**src/rtl/com_spi_sched.sv**
```systemverilog
// com_spi_sched: shares one SPI word engine between the host port (A) and a
// wirq-triggered poller (P). Word-granular round-robin arbitration, go/done
// sequencing, an inter-word csn gap and a hung-engine timeout.
//
// Handshakes:
//   Port A: a_valid/a_data are held by the requester. a_ready is a one-cycle
//           pulse in the grant cycle; a_data is captured on that same rising
//           edge and may change afterwards. Responses (a_rsp_*, p_rsp_*) are
//           one-cycle pulses with no backpressure; *_rsp_err is only ever high
//           together with its *_rsp_valid.
//   Engine: m_go pulses for one cycle; m_tx_data is stable from m_go until
//           m_done; m_rx_data is sampled only with m_done while in WAIT.
module com_spi_sched #(
  parameter int                WORD_W     = 16,
  parameter int                GAP_CYCLES = 4,
  parameter logic [WORD_W-1:0] POLL_WORD  = '0,
  parameter int                TIMEOUT    = 1024
) (
  input  logic              clk,
  input  logic              rst_n,
  input  logic              a_valid,
  input  logic [WORD_W-1:0] a_data,
  output logic              a_ready,
  output logic              a_rsp_valid,
  output logic [WORD_W-1:0] a_rsp_data,
  output logic              a_rsp_err,
  input  logic              com_wirq,
  input  logic              poll_en,
  input  logic [3:0]        poll_len,
  output logic              p_rsp_valid,
  output logic [WORD_W-1:0] p_rsp_data,
  output logic              p_rsp_err,
  output logic              poll_overrun,
  input  logic              clr_overrun,
  output logic              m_go,
  output logic [WORD_W-1:0] m_tx_data,
  input  logic              m_busy,
  input  logic              m_done,
  input  logic [WORD_W-1:0] m_rx_data,
  output logic              busy,
  output logic [1:0]        dbg_state
);

  localparam int TO_W  = (TIMEOUT > 0)    ? $clog2(TIMEOUT + 1)    : 1;
  localparam int GAP_W = (GAP_CYCLES > 0) ? $clog2(GAP_CYCLES + 1) : 1;

  typedef enum logic [1:0] {
    S_IDLE  = 2'd0,
    S_ISSUE = 2'd1,
    S_WAIT  = 2'd2,
    S_GAP   = 2'd3
  } state_t;

  state_t           state, state_nx;
  logic [2:0]       wirq_sync;      // [0],[1] synchronizer, [2] edge register
  logic             wirq_edge;
  logic [3:0]       poll_rem;
  logic             last_grant_p;   // 1: poller owned the previous word
  logic             owner_p;        // owner of the word in flight
  logic [TO_W-1:0]  to_cnt;
  logic [GAP_W-1:0] gap_cnt;
  logic             grant_a, grant_p;
  logic             timeout_hit;
  logic             rsp_fire, rsp_err_nx;

  assign wirq_edge = wirq_sync[1] & ~wirq_sync[2];
  assign dbg_state = state;
  assign m_go      = (state == S_ISSUE);
  assign a_ready   = grant_a;
  assign busy      = (state != S_IDLE) || (poll_rem != 4'd0);

  // Abort once the word has spent TIMEOUT cycles in WAIT (0 disables).
  assign timeout_hit = (TIMEOUT != 0) && (int'(to_cnt) >= TIMEOUT - 1);

  // Arbitration: only in IDLE with the engine free; ties go to whoever did
  // not own the previous word. rst_n gates the grant so a_ready is low in reset.
  always_comb begin
    grant_a = 1'b0;
    grant_p = 1'b0;
    if (rst_n && state == S_IDLE && !m_busy) begin
      if (a_valid && poll_rem != 4'd0) begin
        grant_a = last_grant_p;
        grant_p = ~last_grant_p;
      end else begin
        grant_a = a_valid;
        grant_p = (poll_rem != 4'd0);
      end
    end
  end

  // Next-state and response-fire decode.
  always_comb begin
    state_nx   = state;
    rsp_fire   = 1'b0;
    rsp_err_nx = 1'b0;
    case (state)
      S_IDLE:  if (grant_a || grant_p) state_nx = S_ISSUE;
      S_ISSUE: state_nx = S_WAIT;
      S_WAIT: begin
        if (m_done) begin
          state_nx = S_GAP;
          rsp_fire = 1'b1;
        end else if (timeout_hit) begin
          state_nx   = S_GAP;
          rsp_fire   = 1'b1;
          rsp_err_nx = 1'b1;
        end
      end
      S_GAP:   if (gap_cnt == GAP_W'(GAP_CYCLES)) state_nx = S_IDLE;
      default: state_nx = S_IDLE;
    endcase
  end

  // State register.
  always_ff @(posedge clk or negedge rst_n) begin
    if (!rst_n) state <= S_IDLE;
    else        state <= state_nx;
  end

  // Grant bookkeeping, tx word latch, timeout and gap counters.
  always_ff @(posedge clk or negedge rst_n) begin
    if (!rst_n) begin
      m_tx_data    <= '0;
      owner_p      <= 1'b0;
      last_grant_p <= 1'b1;
      to_cnt       <= '0;
      gap_cnt      <= '0;
    end else begin
      if (grant_a || grant_p) begin
        m_tx_data    <= grant_a ? a_data : POLL_WORD;
        owner_p      <= grant_p;
        last_grant_p <= grant_p;
      end
      if (state == S_ISSUE)                   to_cnt <= '0;
      else if (state == S_WAIT && to_cnt != '1) to_cnt <= to_cnt + 1'b1;
      if (state == S_GAP) gap_cnt <= gap_cnt + 1'b1;
      else                gap_cnt <= '0;
    end
  end

  // Response pulses routed to the owner; timed-out words report zero data.
  always_ff @(posedge clk or negedge rst_n) begin
    if (!rst_n) begin
      a_rsp_valid <= 1'b0;
      a_rsp_err   <= 1'b0;
      a_rsp_data  <= '0;
      p_rsp_valid <= 1'b0;
      p_rsp_err   <= 1'b0;
      p_rsp_data  <= '0;
    end else begin
      a_rsp_valid <= 1'b0;
      a_rsp_err   <= 1'b0;
      p_rsp_valid <= 1'b0;
      p_rsp_err   <= 1'b0;
      if (rsp_fire) begin
        if (owner_p) begin
          p_rsp_valid <= 1'b1;
          p_rsp_err   <= rsp_err_nx;
          p_rsp_data  <= rsp_err_nx ? '0 : m_rx_data;
        end else begin
          a_rsp_valid <= 1'b1;
          a_rsp_err   <= rsp_err_nx;
          a_rsp_data  <= rsp_err_nx ? '0 : m_rx_data;
        end
      end
    end
  end

  // wirq synchronizer plus edge register.
  always_ff @(posedge clk or negedge rst_n) begin
    if (!rst_n) wirq_sync <= 3'b000;
    else        wirq_sync <= {wirq_sync[1:0], com_wirq};
  end

  // Poll burst counter: load on a fresh edge, count down per poll grant,
  // dropped entirely while polling is disabled.
  always_ff @(posedge clk or negedge rst_n) begin
    if (!rst_n) begin
      poll_rem <= 4'd0;
    end else if (!poll_en) begin
      poll_rem <= 4'd0;
    end else if (wirq_edge && poll_rem == 4'd0 && poll_len != 4'd0) begin
      poll_rem <= poll_len;
    end else if (grant_p) begin
      poll_rem <= poll_rem - 4'd1;
    end
  end

  // Sticky overrun: an edge during an outstanding burst; set beats clear.
  always_ff @(posedge clk or negedge rst_n) begin
    if (!rst_n)                                        poll_overrun <= 1'b0;
    else if (wirq_edge && poll_en && poll_rem != 4'd0) poll_overrun <= 1'b1;
    else if (clr_overrun)                              poll_overrun <= 1'b0;
  end

endmodule
```
**config.mk**
```make
export PLATFORM = sky130hd
export DESIGN_NAME = com_spi_sched
export DESIGN_NICKNAME = d
export VERILOG_FILES = /design/src/rtl/com_spi_sched.sv
export SDC_FILE = /design/constraint.sdc
export NUM_CORES = 1
export LEC_CHECK = 0
export ABC_AREA = 1
export BUFFER_PORTS_ARGS = -buffer_cell sky130_fd_sc_hd__clkbuf_2
export CAP_MARGIN = 20
export CORE_ASPECT_RATIO = 0.9
export CORE_UTILIZATION = 52
export DETAILED_ROUTE_END_ITERATION = 6
export HOLD_SLACK_MARGIN = 0.1
export PLACE_DENSITY = 0.8
export SLEW_MARGIN = 15
export SYNTH_ARGS = -nofsm -noshare
export SYNTH_HDL_FRONTEND = slang
export SYNTH_SLANG_ARGS = --single-unit
```
**constraint.sdc**
```tcl
create_clock -name clk -period 2.5 [get_ports clk]
set_input_delay 0.5 -clock clk [delete_from_list [all_inputs] [get_ports clk]]
set_output_delay 0.5 -clock clk [all_outputs]
set_load 0.03 [all_outputs]
```
==> summary.txt <==
Yosys
  • Cell taking the most area after synthesis: dfrtp_1
  • Average cell area after synthesis: just under 9 um2
  • Synthesized instance count: 405
  • Seq/Total Area, Yosys: between 50% and 60%
  • Number of flops mapped to enable cells by yosys: 0
  • Async SR Flop Fraction: 100%
  • Synth area leaders: dfrtp_1, nand2_1, nand4_1, nand3_1, ha_1
  • Synthesized flop and latch total: 78
  • Mapped Area: ~3600 um2
  • Count of cell types in the netlist: 33
  • Synth Net Count: roughly 460
  • YS warnings: 0
  • Top_reg_cell synth: dfrtp_1
  • Post-synth top area share: 53.2%

Power and ir drop
  • Leakage: roughly 2.5 nW
  • VDD IR max: 0.000821 V
  • PwrDens: 1280 nW/um2

Worst setup path
  • Worst Path Max Fanout: 5
  • Worst Path Required: approximately 2000 ps
  • Arrival time at the worst endpoint: about 1800 ps
  • WS Path Type: flop to output pin
  • Crit Reg-Reg Startpoint: dbg_state[0]
  • Critical Path Source Type: flop
  • Crit end category: output pin
  • Crit path launch: dbg_state[0]

Timing
  • Final hold vios: 0
  • Final Critical Period: about 2300 ps
  • Worst slew pin tran: 936 ps
  • WHS: between 200 and 300 ps
  • # setup viols final: 0
  • Worst setup margin: about 160 ps
  • Max Slew Vio Count: 0
  • Max transition margin: between 30 and 40%
  • Setup_tns: 0 ps
  • Max Clk Rate: between 0.4 and 0.5 GHz
  • Tcrit/Tclk final: between 90% and 100%
  • RSZ-0062 raised after global routing: no
  • Clock Skew: around 14 ps

Drt
  • Max Used Layer: met4
  • Overall routed net length: roughly 8500 um
  • Post-DR vias/cell: between 5 and 6
  • M1 WL: roughly 3800 um
  • DR WL met2: about 4000 um
  • Routed vias: ~3100
  • Post-route antenna net violation count: 0
  • Drt drc: 0
  • TritonRoute pass-1 iters: 5
  • Iter 0 DRT Violations: 188
  • Avg WL per Cell: 14.1 um
  • Met3 WL: approximately 510 um

CTS
  • CTS Buf Count: 9
  • Hold Buf Count CTS: 0
  • # clock sinks: approximately 80
  • CTS tree: done
  • Post-CTS Repair Setup Buffers: 0
  • Worst skew pair latency: ~350 ps
  • Worst-path clk slew: roughly 80 ps
  • Clock Path Buffers: 2
  • Root Driver: clkbuf_8
  • PostCTS Resize Cnt: 0
  • H-tree levels: 3

Global routing
  • Initial antenna violation count: 0
  • Largest net degree at the start of global routing: between 70 and 80
  • Vias in the first global route: around 2900
  • Gr usage total: around a quarter
  • Overflow after GRT: 0
  • Global-route wire length before repair: ~14000 um

Cells and area
  • Final std cells w/o fill: 602
  • Commonest non-fill, non-tap cell in the layout: nand2_1
  • Layout Nets: ~560
  • Commonest non-fill, non-tap cells in the layout: nand2_1, clkbuf_2, dfrtp_1
  • Share of cells above drive strength 1: between 20% and 30%
  • Layout area overhead: 23.5%
  • Fillers: roughly 560
  • Antenna cells: 0
  • Final instance area: around 4500 um2

Floorplanning
  • Die area: 7310 um2
  • DIE WIDTH: 90.0 um
  • FP Rows: 28
  • Core Area: about 6700 um2
  • Die H: 81.2 um
  • Initial core utilization: 54.4%
  • I/O Pins: just over 100

Place
  • DP Area: roughly 4200 um2
  • Post-DP HPWL: slightly above 6000 um
  • Buffers on Ports: 101
  • Gpl congestion: between 0.8 and 0.9
  • Pre-CTS setup slack: a little over 500 ps
  • Placed cell count: a little under 600

Hold path
  • Hold Path Class: input pin to flop
  • Min-delay src: com_wirq

Flow run
  • Max Cap Viol: 0

Outcome
  • Status: completed
-- final timing paths --
path	endpoint	slack, ps	depth (start not counted)
setup reg to reg	dbg_state[1]	730	12
hold / removal	wirq_sync[0]	270	1
hold reg to reg	wirq_sync[1]	360	0
min in group asynchronous	a_rsp_data[9]	430	2
setup / recovery	a_ready	160	8
max in group asynchronous	p_rsp_data[6]	1470	2
-- worst max-delay path, cell delays in order, from the launching register on --
cell      delay, ps
dfrtp_1         420
inv_1           130
ha_2            220
nand2_1          70
nor2_2          140
nand2_2          70
o21bai_1        180
inv_2            80
buf_2           200
-- cells in the mapped netlist, types with 2 or more instances --
cell type and count:
a21oi_1 2, buf_1 3, buf_2 3, buf_6 2
clkbuf_1 8, dfrtp_1 77, ha_1 10, inv_1 29
inv_2 3, nand2_1 127, nand2_2 12, nand3_1 33
nand3_2 3, nand3_4 2, nand4_1 37, nor2_1 16
nor2_4 3, nor3b_1 2, o211ai_1 2, o21ai_0 17
xor2_1 2
-- where the power goes --
part | leakage (nW) | switching (mW) | internal [mW]
combinational | 1.32 | 1.82 | 0.723
clock | 0.130 | 0.456 | 0.765
sequential | 1.01 | 0.280 | 1.70
total | 2.46 | 2.56 | 3.19
-- per-layer routing --
layer | global-route usage, % | vias to the layer above
li1 | - | 1536
met1 | 32.6 | 1467
met2 | 39.8 | 119
met3 | 7.12 | 16
met4 | 5.65 | 0
met5 | 0 | -
-- registers in the layout (all words and copies together), names as in the netlist, 2 cells and up --
name / flops
m_tx_data: 16
poll_rem: 4
dbg_state: 2
p_rsp_data: 16
wirq_sync: 3
to_cnt: 11
gap_cnt: 3
a_rsp_data: 16
-- logic make-up after synthesis --
| logic type | synth area share [%] |
|---|---|
| and+or+nand+nor | 32.2 |
| DFF | 53.9 |
| buffers and inverters | 5.70 |
| AOI/OAI and AO/OA | 4.01 |
| adders and majority gates | 3.45 |
| xor gates and xnor gates | 0.725 |
-- final cells by class --
cell class | instances | area (um2) | area share (%)
Clock buffer | 10 | 128 | 2.85
Timing Repair Buffer | 108 | 561 | 12.5
Inverter | 32 | 120 | 2.68
Clock inverter | 6 | 134 | 2.99
Multi-Input combinational cell | 278 | 1470 | 32.8
Tap cell | 90 | 113 | 2.52
Sequential cell | 78 | 1950 | 43.7
-- metrics by stage --
step | util (%) | total power, mW
floorplan | - | 3.80
global placement | 63.3 | 4.44
detailed placement | 63.3 | 4.54
CTS | 67.2 | 5.76
global route | 67.2 | 6.10
finish | 67.2 | 5.74
No activity file was read; power rests on OpenSTA's default activity.
